## src/rtl/sim_monitor_pkg.sv

```systemverilog
// sim_monitor_pkg: shared states, halt-reason encodings and halting instruction encodings
package sim_monitor_pkg;
    typedef enum logic [1:0] {IDLE, RUN, DRAIN, DONE} state_t;
    localparam logic [1:0] REASON_NONE   = 2'b00;
    localparam logic [1:0] REASON_ECALL  = 2'b01;
    localparam logic [1:0] REASON_EBREAK = 2'b10;
    localparam logic [1:0] REASON_STALL  = 2'b11;
    localparam logic [31:0] INSN_ECALL  = 32'h0000_0073;
    localparam logic [31:0] INSN_EBREAK = 32'h0010_0073;
endpackage

```

## src/rtl/stall_watchdog.sv

```systemverilog
// stall_watchdog: pulses expired on the enabled cycle that would make LIMIT consecutive cycles without a kick
module stall_watchdog #(
    parameter int LIMIT = 1000
) (
    input  logic clk,
    input  logic rst,
    input  logic enable,
    input  logic kick,
    output logic expired
);
    localparam int W = $clog2(LIMIT + 1);
    logic [W-1:0] cnt;
    // a kick in the same cycle wins over expiry
    assign expired = enable && !kick && cnt == W'(LIMIT - 1);
    always_ff @(posedge clk) begin
        if (rst || !enable || kick || expired) cnt <= '0;
        else                                   cnt <= cnt + W'(1);
    end
endmodule

```

## src/rtl/sim_halt_monitor.sv

```systemverilog
// sim_halt_monitor: end-of-test monitor on the retire port; detects ecall/ebreak/stall and latches a verdict.
// Define SIM_HALT_FINISH_EN to print the verdict on DONE entry and $finish one edge later.
module sim_halt_monitor
    import sim_monitor_pkg::*;
#(
    parameter int STALL_LIMIT  = 1000,
    parameter int DRAIN_CYCLES = 4,
    parameter int CNT_W        = 32
) (
    input  logic             clk,
    input  logic             rst,
    input  logic             retire_valid,
    input  logic [31:0]      retire_pc,
    input  logic [31:0]      retire_insn,
    input  logic [31:0]      exit_code,
    output logic             done,
    output logic             pass,
    output logic [1:0]       reason,
    output logic [31:0]      result_code,
    output logic [CNT_W-1:0] cycle_count,
    output logic [CNT_W-1:0] retire_count
);
    state_t state, state_d;
    logic [31:0] drain_cnt, last_pc;
    logic stall_expired, is_ecall, is_ebreak, halt, active;

    stall_watchdog #(.LIMIT(STALL_LIMIT)) u_watchdog (
        .clk(clk),
        .rst(rst),
        .enable(state == RUN),
        .kick(retire_valid),
        .expired(stall_expired)
    );

    assign is_ecall  = retire_valid && retire_insn == INSN_ECALL;
    assign is_ebreak = retire_valid && retire_insn == INSN_EBREAK;
    assign halt      = state == RUN && (is_ecall || is_ebreak || stall_expired);
    assign active    = state == RUN || state == DRAIN;
    assign done      = state == DONE;

    always_comb begin
        state_d = state == IDLE ? RUN :
                  halt ? (DRAIN_CYCLES == 0 ? DONE : DRAIN) :
                  (state == DRAIN && drain_cnt == 32'd1) ? DONE : state;
    end

    always_ff @(posedge clk) begin
        if (rst) state <= IDLE;
        else     state <= state_d;
    end

    always_ff @(posedge clk) begin
        if (rst) begin
            pass         <= 1'b0;
            reason       <= REASON_NONE;
            result_code  <= '0;
            cycle_count  <= '0;
            retire_count <= '0;
            drain_cnt    <= '0;
            last_pc      <= '0;
        end else begin
            if (active) begin
                cycle_count  <= cycle_count + {{(CNT_W-1){1'b0}}, ~&cycle_count};
                retire_count <= retire_count + {{(CNT_W-1){1'b0}}, retire_valid & ~&retire_count};
            end
            if (state == RUN && retire_valid) last_pc <= retire_pc;
            if (halt) begin
                reason      <= is_ecall ? REASON_ECALL : is_ebreak ? REASON_EBREAK : REASON_STALL;
                result_code <= is_ecall ? exit_code : is_ebreak ? retire_pc : last_pc;
                pass        <= is_ecall && exit_code == 32'd0;
                drain_cnt   <= 32'(DRAIN_CYCLES);
            end else if (state == DRAIN) begin
                drain_cnt <= drain_cnt - 32'd1;
            end
        end
    end

`ifdef SIM_HALT_FINISH_EN
    logic finish_q;
    // $strobe reports the counter values as they settle on the DONE-entry edge
    always_ff @(posedge clk) begin
        if (rst) begin
            finish_q <= 1'b0;
        end else if (state != DONE && state_d == DONE) begin
            finish_q <= 1'b1;
            $strobe("sim_halt_monitor: %s reason=%0d result_code=%h cycle_count=%0d retire_count=%0d",
                    pass ? "PASS" : "FAIL", reason, result_code, cycle_count, retire_count);
        end else if (finish_q) begin
            $finish;
        end
    end
`else
    // harness polls done/pass; no system tasks in this build
`endif
endmodule

```

## config.mk

```make
export PLATFORM = sky130hd
export DESIGN_NAME = sim_halt_monitor
export DESIGN_NICKNAME = d
export VERILOG_FILES = /design/src/rtl/sim_monitor_pkg.sv /design/src/rtl/stall_watchdog.sv /design/src/rtl/sim_halt_monitor.sv
export SDC_FILE = /design/constraint.sdc
export NUM_CORES = 1
export LEC_CHECK = 0
export BUFFER_PORTS_ARGS = -buffer_cell sky130_fd_sc_hd__buf_2
export CORE_UTILIZATION = 30
export CTS_CLUSTER_DIAMETER = 60
export DETAILED_ROUTE_END_ITERATION = 7
export PLACE_DENSITY = 0.63
export SLEW_MARGIN = 15
export SYNTH_ARGS = -nofsm -noshare
export SYNTH_HDL_FRONTEND = slang
export SYNTH_SLANG_ARGS = --single-unit
```

## constraint.sdc

```tcl
create_clock -name clk -period 2.4 [get_ports clk]
set_input_delay 0.24 -clock clk [delete_from_list [all_inputs] [get_ports clk]]
set_output_delay 0.24 -clock clk [all_outputs]
set_load 0.02 [all_outputs]
```

==> key figures <==
Floorplan
  • DIE AREA: 27940 µm²
  • Die Ht: 167.1 µm
  • Initial Util: 30.44%
  • # IOs: 199
  • Core ar.: roughly 27000 µm²
  • Row Count: 60
  • Width of the die: 167.1 µm

Cells and area
  • Diodes inserted: 0
  • Core Util, Final: 39.44%
  • Final Net Count: 1291
  • Final Cell Area: 10600 µm²
  • P&R area growth vs syn: 29.56%
  • FILL cells: 2761
  • Proportion of layout cells with a drive suffix above 1: a little under a third
  • Non-Filler Instances: 1535

Clocking
  • Total CTS buffers: 17
  • Htree depth: 4
  • Clock-pin slew on the worst setup and hold paths: 0.07 ns
  • Clk Tree Root Cell: clkbuf_16
  • Sink Count: 175
  • CTS Buffer Depth: 2
  • Latest clock arrival within the worst-skew pair: 0.43 ns
  • CTS tree: yes

GRT
  • Most used routing layer in global routing: met2
  • Vias in the first global route: 7297
  • GR Util met2: 27.32%
  • Met3 usage: 3.498%
  • GRT met1 Usage: a little over a fifth
  • Gr ovfl total: 0
  • First-pass GRT wire length: 37.34 mm
  • Largest net degree at the start of global routing: 85
  • Overall Global Routing Usage: 16.38%
  • Initial antenna violation count: 1

Critical path
  • Critical Path RT: about 2.7 ns
  • Buf/Inv on CP: 0
  • Worst path max stage delay: about 0.56 ns
  • Worst-path cell chain: and3_4 -> nand3_1 -> or4_4 -> ha_4 -> and3_4 -> and3_4 -> and3_1 -> xnor2_1 -> nor2_1
  • Critical path class: flip-flop to flip-flop
  • Startpoint types: flip-flop
  • Slowest stage cell, crit path: or4_4
  • Most common cell on crit path: and3_4
  • Largest delay share family, worst path: simple AND/OR/NAND/NOR gates
  • CP arrival: ~2.6 ns
  • CP Capture Type: flip-flop
  • Largest fanout on the critical path: 7

Logic synthesis
  • Commonest cells post-synth: dfxtp_1, nand2_1, nor2_1, nor3_1, a21oi_1
  • Biggest area consumer among synthesized cells: dfxtp_1
  • Count leader, synth: dfxtp_1
  • Sequential share of the synthesized area: between 40% and 50%
  • Netlist cell types: 55
  • Syn Nets: 1064
  • Ys Warns: 0
  • Synth Instances: between 900 and 1000
  • Most common flop cell mapped by yosys: dfxtp_1
  • Top-area cell type share of the netlist area: between 40 and 50%
  • Mapped cell area: 8182 µm²
  • EDFF count, synth: 0
  • Avg Cell Area, Syn: 8.576 µm²
  • Synth area leaders: dfxtp_1, xor2_1, nand2_1
  • Flops & latches, synth: about 180
  • Fraction of registers with async set/reset: 0%

Timing
  • Tmin final: 2.328 ns
  • Worst-Margin Slew: 0.9081 ns
  • F_max: between 0.4 and 0.5 GHz
  • Final hold vios: 0
  • Relative slew slack: approximately two fifths
  • Final-report max-slew violation count: 0
  • Final setup fails: 0
  • Clk_skew: 0.01457 ns
  • Fin crit share: 96.98%
  • Fin Hold WS: ~0.055 ns

Routing
  • Antenna Nets Post-Route: 0
  • Initial drt markers: 457
  • DRT Pass-1 Iters: 4
  • Drt drc: 0
  • Routed wire length: 22.84 mm
  • Vias per cell: 4.992
  • Vias: about 7700
  • Post-DR wirelength/cell: 14.88 µm

Power and ir drop
  • Internal cell power: approximately 0.0045 W
  • VDD IR max: 303.6 µV
  • Pwr dens: 563.7 nW/µm²
  • Leak: 4.292 nW
  • Clock share of power: between 40 and 50%
  • Switching share of power: 24.61%
  • Switching pwr: 0.001471 W
  • Tot Pwr: around 0.006 W
  • Combinational power share: 5.9%
  • Sequential share of power: between 40% and 50%

Placement
  • Port buffer count: 198
  • Hpwl dp: 16.26 mm
  • Cells after DPL: 1501
  • RD Place Congestion: 0.7941
  • Placed Instance Area: 9936 µm²

Flow run
  • Max_cap viols: 0

Hold path
  • Tightest Hold Check Type: input pin to flip-flop

Status
  • Status: completed
==> metal layers <==
metal  share of wire (%)  routed length [µm]
met3                 5.2                1186
met5               0.035                   8
met2                  47               10620
met4                 1.8                 401
met1                  46               10620
==> logic make-up (layout without fill, tap and decap cells) <==
family	Yosys count	after routing	synth area share, %
buf+inv	105	345	5.551
flops	175	175	42.82
simple gates	413	413	26.17
xor+xnor	92	92	9.849
mux	36	36	4.404
fa+ha+maj	11	11	1.682
compound gates	122	122	9.528
==> metrics by stage <==
stage	TNS, ns	setup WS, ns
after detailed placement	-0.004074	-0.004074
after global placement	0	0.03853
after CTS	0	0.01843
after floorplan	-0.6304	-0.1114
final	0	0.07248
after global routing	-0.2793	-0.06022
==> cell type report <==
class                           instances  area, µm²  area share [%]
Clock buffer                           21      470.5           4.438
Clock inverter                         11      93.84          0.8853
Inverter                               47      176.4           1.664
Multi-Input combinational cell        674       4319           40.75
Sequential cell                       175       3572           33.70
Tap cell                              341      426.7           4.025
Timing Repair Buffer                  266       1541           14.54
==> registers in the layout, indices dropped and copies added (netlist names) <==
signal	flops
drain_cnt	32
cycle_count	32
last_pc	32
retire_count	32
pass	1
u_watchdog.cnt	10
reason	2
state	2
result_code	32
==> power by group through the flow <==
stage                     combinational (W)  clock (W)  sequential, W
final                              0.000352    0.00268        0.00294
after CTS                          0.000351    0.00276        0.00294
after detailed placement           0.000350          0        0.00301
after global placement             0.000347          0        0.00301
after global routing               0.000389    0.00290        0.00294
after floorplan                    0.000183          0        0.00301
==> worst min-delay path, stage by stage <==
cell	delay (ns)
buf_2	0.10
nand2_1	0.05
a21oi_1	0.05
==> worst paths after layout <==
path                                              startpoint                           end  slack (ns)  cells past startpoint
worst max register to register   cycle_count[7]$_SDFFE_PP0P_  cycle_count[11]$_SDFFE_PP0P_        0.07                      9
worst min-delay path                            retire_pc[5]       last_pc[5]$_SDFFE_PP0P_        0.05                      3
worst max-delay path             cycle_count[7]$_SDFFE_PP0P_  cycle_count[11]$_SDFFE_PP0P_        0.07                      9
worst min register to register  u_watchdog.cnt[0]$_SDFF_PP0_  u_watchdog.cnt[0]$_SDFF_PP0_        0.45                      1
==> layout by cell type (no fill, tap or decap), types with 5 or more instances in the layout <==
| cell type | netlist | layout |
|---|---|---|
| buf_2 | 9 | 197 |
| dfxtp_1 | 175 | 144 |
| nand2_1 | 101 | 100 |
| nor2_1 | 87 | 86 |
| nor3_1 | 71 | 70 |
| a21oi_1 | 70 | 70 |
| buf_4 | 2 | 66 |
| xor2_1 | 60 | 60 |
| inv_1 | 46 | 46 |
| nand4_1 | 39 | 39 |
| mux2i_1 | 36 | 36 |
| xnor2_1 | 32 | 32 |
| o32ai_1 | 31 | 31 |
| nor4_1 | 28 | 27 |
| nand3_1 | 22 | 21 |
| dfxtp_2 | 0 | 19 |
| clkbuf_16 | 0 | 17 |
| dfxtp_4 | 0 | 12 |
| and3_1 | 16 | 11 |
| ha_1 | 11 | 9 |
| o21ai_0 | 8 | 8 |
| or3_1 | 7 | 7 |
| and2_1 | 5 | 5 |
| and3_4 | 0 | 5 |
| or4_1 | 6 | 5 |
| inv_6 | 0 | 5 |
==> timing repair <==
action                                  4_1_cts  5_1_grt
hold buffers                                  0        0
gates resized for setup                       2       24
endpoints found under the setup margin        4       48
setup buffers                                 0        2
pin swaps                                     0       14
Note: power is estimated with default switching activity, not from simulation.
